==> config.mk <==
export PLATFORM = sky130hd
export DESIGN_NAME = fxp2float_pipe
export DESIGN_NICKNAME = d
export VERILOG_FILES = /design/src/rtl/fxp2float_pipe.sv
export SDC_FILE = /design/constraint.sdc
export NUM_CORES = 1
export LEC_CHECK = 0
export CAP_MARGIN = 5
export CELL_PAD_IN_SITES_DETAIL_PLACEMENT = 0
export CELL_PAD_IN_SITES_GLOBAL_PLACEMENT = 1
export CORE_MARGIN = 3
export CORE_UTILIZATION = 37
export CTS_CLUSTER_SIZE = 24
export DETAILED_ROUTE_END_ITERATION = 7
export PLACE_DENSITY = 0.81
export SYNTH_ARGS = -nofsm -noshare
export SYNTH_HDL_FRONTEND = slang
export SYNTH_SLANG_ARGS = --single-unit
==> constraint.sdc <==
create_clock -name clk -period 1.9 [get_ports clk]
set_input_delay 0.475 -clock clk [delete_from_list [all_inputs] [get_ports clk]]
set_output_delay 0.475 -clock clk [all_outputs]
set_load 0.1 [all_outputs]
==> src/rtl/fxp2float_pipe.sv <==
// fxp2float_pipe: 3-stage streaming fixed-point (Q.FRAC_W) to IEEE-754 binary32 converter
// with round-to-nearest-even, valid/ready backpressure and a passthrough tag.
module fxp2float_pipe #(
    parameter int FXP_W  = 8,
    parameter int FRAC_W = 4,
    parameter int SIGNED = 1,
    parameter int TAG_W  = 4
) (
    input  logic             clk,
    input  logic             rst,
    input  logic             in_valid,
    output logic             in_ready,
    input  logic [FXP_W-1:0] in_fxp,
    input  logic [TAG_W-1:0] in_tag,
    output logic             out_valid,
    input  logic             out_ready,
    output logic [31:0]      out_fp32,
    output logic [TAG_W-1:0] out_tag
);
    logic             en;
    logic             s1_v_q, s2_v_q, out_valid_q;
    logic             s1_sign_d, s1_sign_q, s2_sign_q;
    logic [FXP_W-1:0] s1_mag_d, s1_mag_q, s2_norm_d, s2_norm_q;
    logic [4:0]       s2_p_d, s2_p_q;
    logic [TAG_W-1:0] s1_tag_q, s2_tag_q, out_tag_q;
    logic [31:0]      out_fp32_d, out_fp32_q;
    logic [62:0]      ext;
    logic [23:0]      mant;
    logic             rnd;

    assign en        = out_ready | ~out_valid_q;
    assign in_ready  = en;
    assign out_valid = out_valid_q;
    assign out_fp32  = out_fp32_q;
    assign out_tag   = out_tag_q;

    // ext holds the bits below the hidden one, MSB-aligned, so rounding is width-independent
    always_comb begin
        s1_sign_d = (SIGNED != 0) & in_fxp[FXP_W-1];
        s1_mag_d = s1_sign_d ? ~in_fxp + 1'b1 : in_fxp;
        s2_p_d = '0;
        for (int i = 0; i < FXP_W; i++) if (s1_mag_q[i]) s2_p_d = 5'(i);
        s2_norm_d = s1_mag_q << (5'(FXP_W - 1) - s2_p_d);
        ext = {s2_norm_q[FXP_W-2:0], {(64-FXP_W){1'b0}}};
        rnd = ext[39] & ((|ext[38:0]) | ext[40]);
        mant = {1'b0, ext[62:40]} + {23'd0, rnd};
        out_fp32_d = s2_norm_q[FXP_W-1]
            ? {s2_sign_q, 8'(127 + int'(s2_p_q) - FRAC_W + int'(mant[23])), mant[22:0]}
            : 32'h0;
    end

    always_ff @(posedge clk or posedge rst) begin
        if (rst) begin
            s1_v_q      <= 1'b0;
            s2_v_q      <= 1'b0;
            out_valid_q <= 1'b0;
            s1_sign_q   <= 1'b0;
            s2_sign_q   <= 1'b0;
            s1_mag_q    <= '0;
            s2_norm_q   <= '0;
            s2_p_q      <= '0;
            s1_tag_q    <= '0;
            s2_tag_q    <= '0;
            out_tag_q   <= '0;
            out_fp32_q  <= '0;
        end else if (en) begin
            s1_v_q      <= in_valid;
            s2_v_q      <= s1_v_q;
            out_valid_q <= s2_v_q;
            s1_sign_q   <= s1_sign_d;
            s2_sign_q   <= s1_sign_q;
            s1_mag_q    <= s1_mag_d;
            s2_norm_q   <= s2_norm_d;
            s2_p_q      <= s2_p_d;
            s1_tag_q    <= in_tag;
            s2_tag_q    <= s1_tag_q;
            out_tag_q   <= s2_tag_q;
            out_fp32_q  <= out_fp32_d;
        end
    end
endmodule

Yosys cells after proc, flatten, opt, wreduce, memory -nomap -nowiden
Cells that the tools add are included.

Add/subtract/negate cells: 4. $mul: 0. Divide/modulo/power cells: 0. Magnitude comparators: 0. Equal/unequal tests: 0. Shift-type cells: 1. Muxes and demuxes: 9. Bitwise logic cells: 3. Reduce and logical (&&, ||, !) cells: 0.

Operators by type and width (count): $mux 32 (1); $mux 5 (5); $add 7x5->8 const A (1); $add 8x1->8 const B (1); $mux 8 (1); $not 8->8 (1); $shl 8x5->8 (1); $sub 8x3->8 const B (1); $sub 3x5->5 const A (1); $mux 2 (1); $mux 1 (1); $not 1->1 (1); $or 1x1->1 (1).

Register bits after elaboration: 70. Latch bits: 0. Bits in writable memories: 0. Bits in read-only memories: 0. Output and inout bits: 38. Logic and storage cells: 29. Memories kept: 0.

Logic depth before layout (Yosys ltp)
Depth in word-level cells: 9. Depth in mapped cells: 6. Gate-level depth less buffers: 6.

Worst setup path before layout
OpenSTA, ideal clock, no wires.

Kind: register to output. Start: reg out_valid_q (netlist: out_valid). End: out in_ready. Arrival time: 2.144 ns. Data required time: 1.425 ns. Path slack: -0.719 ns. Cell stages (with the launch flop): 4. Path buffers: 1. Cell sequence: dfrtp_1 > nor2b_1 > clkinv_1 > clkbuf_1.

Longest elaborated chain between the ends: 2.

Ends and longest elaborated chain: start, declared (RTL line 21) `logic s1_v_q, s2_v_q, out_valid_q;`; start signal, assigned (RTL line 69) `out_valid_q <= s2_v_q;`; $not 1->1 (RTL line 31) `assign en = out_ready | ~out_valid_q;`; $or 1x1->1 (RTL line 31); end, declared (RTL line 12) `output logic in_ready,`.

Every way passes these cells.

Worst setup path after layout
Start: in out_ready. End: out in_ready.

Longest elaborated chain between the ends: 1.

Ends and longest elaborated chain: start, declared (RTL line 16) `input logic out_ready,`; $or 1x1->1 (RTL line 31).

Every way passes these cells.

==> results.json <==
{
  "status": "finished, final reports clean",
  "skew_ps": 3.719,
  "final_layout_size_suffix_gt1_share_pct": 17.13,
  "synthArstFlopShare_pct": 100.0,
  "pwr_density_cell_nw_per_um2": 1865,
  "globalplace.congestion": 0.8179,
  "die_w_um": 87.37,
  "routed_wl_um": 4647,
  "dieArea_um2": 7634,
  "clk_pin_slew_ps": 90,
  "yosys_warnings": 0,
  "p_leak_nw": 1.588,
  "cts_tree": "done",
  "cp.arrival_ps": 1360,
  "syn_inst": 283,
  "yosysSeqAreaShare_pct": 51.07,
  "io_pins": 54,
  "rrSetupSlack_ps": 280,
  "hold_depth": 1,
  "ant_nets": 0,
  "globalRoute.totalOverflow": 0,
  "cp_max_fo": 6,
  "cts.sinks": 50,
  "r2r_end": "s2_norm_q[6]$_DFFE_PP0P_",
  "min_from": "s2_v_q$_DFFE_PP0P_",
  "h-tree-depth": 2,
  "critPathCaptureType": "output pin",
  "timing.fmax_ghz": 0.5451,
  "final_cell_mix": "93 x nand2_1, 49 x dfrtp_1, 23 x buf_12",
  "synthDistinctLibCells": 41,
  "startpoint_type": "input port",
  "clk_path_buf_depth": 2,
  "peakVddDrop_v": 0.001564,
  "synth_edf_count": 0,
  "clkLatencyLatePin_ps": 290,
  "core_region_area_um2": 6386,
  "max_stage_delay_ps": 440,
  "setup_viol": 0,
  "rsz0062_at_grt": "false",
  "wl_per_cell_um": 11.50,
  "power_mw": 6.064,
  "via_per_inst": 4.710,
  "grt_pass1_wl_um": 8031,
  "fp-row-count": 29,
  "fillerInstances": 598,
  "hold_viol": 0,
  "netlist_area_um2": 2450,
  "dr.pass1.iters": 4,
  "hold_path.class": "flop to flop",
  "grt_max_degree": 51,
  "syn_area_per_cell_um2": 8.657,
  "cp_cell_sequence": "clkdlybuf4s50_1 > nor2b_4 > clkinv_2 > buf_12",
  "grt_antenna_before_repair": 0,
  "grt_usage_pct": 12.96,
  "fin_util_pct": 50.92,
  "nNetsFinal": 345,
  "cts_made_buffers": 5,
  "drc": 0,
  "area_growth_pct": 32.74,
  "vias": 1903,
  "postCtsSetupRepairBufs": 0,
  "holdWs_ps": 468.6,
  "slowest_stage": "clkdlybuf4s50_1",
  "drt-initial-drc-count": 120,
  "root_buffer": "clkbuf_8",
  "min_to": "out_valid$_DFFE_PP0P_",
  "hpwlAfterDp_um": 3403,
  "start_util_pct": 38.36,
  "die_y_um": 87.37,
  "grt_pass1_vias": 1782,
  "layout_commonest_cell": "nand2_1",
  "timing.rr.start": "s1_mag_q[4]$_DFFE_PP0P_",
  "fin_crit_sh_pct": 96.56,
  "diodes": 0,
  "drv_slew": 0,
  "cap_viol_max_count": 0,
  "synth-seq-cells": 50,
  "cp_data_required_time_ps": 1420,
  "ys.flop_type": "dfrtp_1",
  "io_buffer_count": 37,
  "worstSetupPathType": "input port to output pin",
  "ff2ff_path_depth": 4,
  "period_needed_ps": 1835
}
-- state kept, by name, summed over array words and instances (netlist names) --
register	cells
out_fp32	14
s1_mag_q	8
s2_norm_q	8
out_tag	4
s1_tag_q	4
s2_tag_q	4
s2_p_q	3
out_valid	1
s1_sign_q	1
s1_v_q	1
s2_sign_q	1
s2_v_q	1
-- cell type report --
cell class / count / area [um^2] / share of cell area [%]
flip-flops and latches: 50 / 1252 / 38.51
clock buffers: 7 / 96.34 / 2.963
repair buffers: 54 / 730.7 / 22.47
inverters: 12 / 46.29 / 1.424
multi-input cells: 203 / 1021 / 31.40
clock inverters: 1 / 8.758 / 0.2693
well taps: 77 / 96.34 / 2.963
-- power breakdown --
| group | switching [mW] | internal, mW | total [mW] |
|---|---|---|---|
| combinational | 2.30 | 1.25 | 3.55 |
| clock | 0.340 | 0.334 | 0.674 |
| sequential | 0.384 | 1.45 | 1.84 |
| total | 3.03 | 3.04 | 6.06 |
-- repair_timing --
item                       4_1_cts  5_1_grt
setup endpoints to repair        1        0
hold buffers                     0        0
gates resized for setup          1        0
-- through the flow --
stage | cell area (um^2) | worst slack [ps] | TNS [ps] | std cells
after floorplan | 2511 | 20.35 | 0 | 298
after global placement | 3146 | -52.99 | -121.0 | 396
after detailed placement | 3146 | -64.52 | -235.6 | 396
after CTS | 3252 | 58.91 | 0 | 404
after global routing | 3252 | 29.98 | 0 | 404
final | 3252 | 65.37 | 0 | 404
-- worst max-delay path by stage --
stage / from / endpoint / slack (ps) / depth (start not counted)
after floorplan: out_valid$_DFFE_PP0P_ / in_ready / 20 / 3
after global placement: out_ready / in_ready / -50 / 4
after detailed placement: in_fxp[0] / s1_mag_q[5]$_DFFE_PP0P_ / -60 / 6
after CTS: out_ready / in_ready / 60 / 4
after global routing: out_ready / in_ready / 30 / 4
final: out_ready / in_ready / 70 / 4
-- cells in the mapped netlist, types with 2 or more instances --
cell | instances | share of area [%]
a21oi_1 | 11 | 2.2
a221o_1 | 2 | 0.82
a32o_1 | 2 | 0.82
buf_1 | 5 | 0.77
buf_2 | 4 | 0.82
buf_4 | 18 | 5.5
clkbuf_1 | 6 | 0.92
dfrtp_1 | 50 | 51
ha_1 | 3 | 1.5
inv_1 | 10 | 1.5
mux2i_1 | 2 | 0.82
nand2_1 | 93 | 14
nand2b_1 | 3 | 0.77
nand3_1 | 14 | 2.9
nand3b_1 | 2 | 0.61
nor2_1 | 11 | 1.7
nor2b_1 | 2 | 0.51
nor3_1 | 3 | 0.61
o211ai_1 | 3 | 0.92
o21a_1 | 2 | 0.61
o21ai_0 | 13 | 2.7
o22ai_1 | 2 | 0.51
xor2_1 | 4 | 1.4
-- cell families (layout without fill, tap and decap cells) --
kind of cell | count (synthesis) | in the layout | share of synthesized area [%]
AO/OA/AOI/OAI | 45 | 45 | 12.16
flip-flops | 50 | 50 | 51.07
other | 1 | 16 | 0.1531
buffers and inverters | 45 | 74 | 9.857
AND/OR/NAND/NOR | 132 | 132 | 22.63
multiplexers | 2 | 2 | 0.8172
adder cells (fa/ha/maj) | 3 | 3 | 1.532
XOR/XNOR | 5 | 5 | 1.787
-- per-layer routing --
layer  GRT usage [%]  wire length (um)  up-vias
met5               0                 0        -
met3           2.933               254        4
met1           17.24              2109      869
li1                -                 -      974
met4           2.510                38        0
met2           21.71              2245       56
-- critical path: cells and delay by family --
family / cells / cell delay [ps]
buffers and inverters: 3 / 750
and+or+nand+nor: 1 / 130
(Power assumes the default switching activity.)
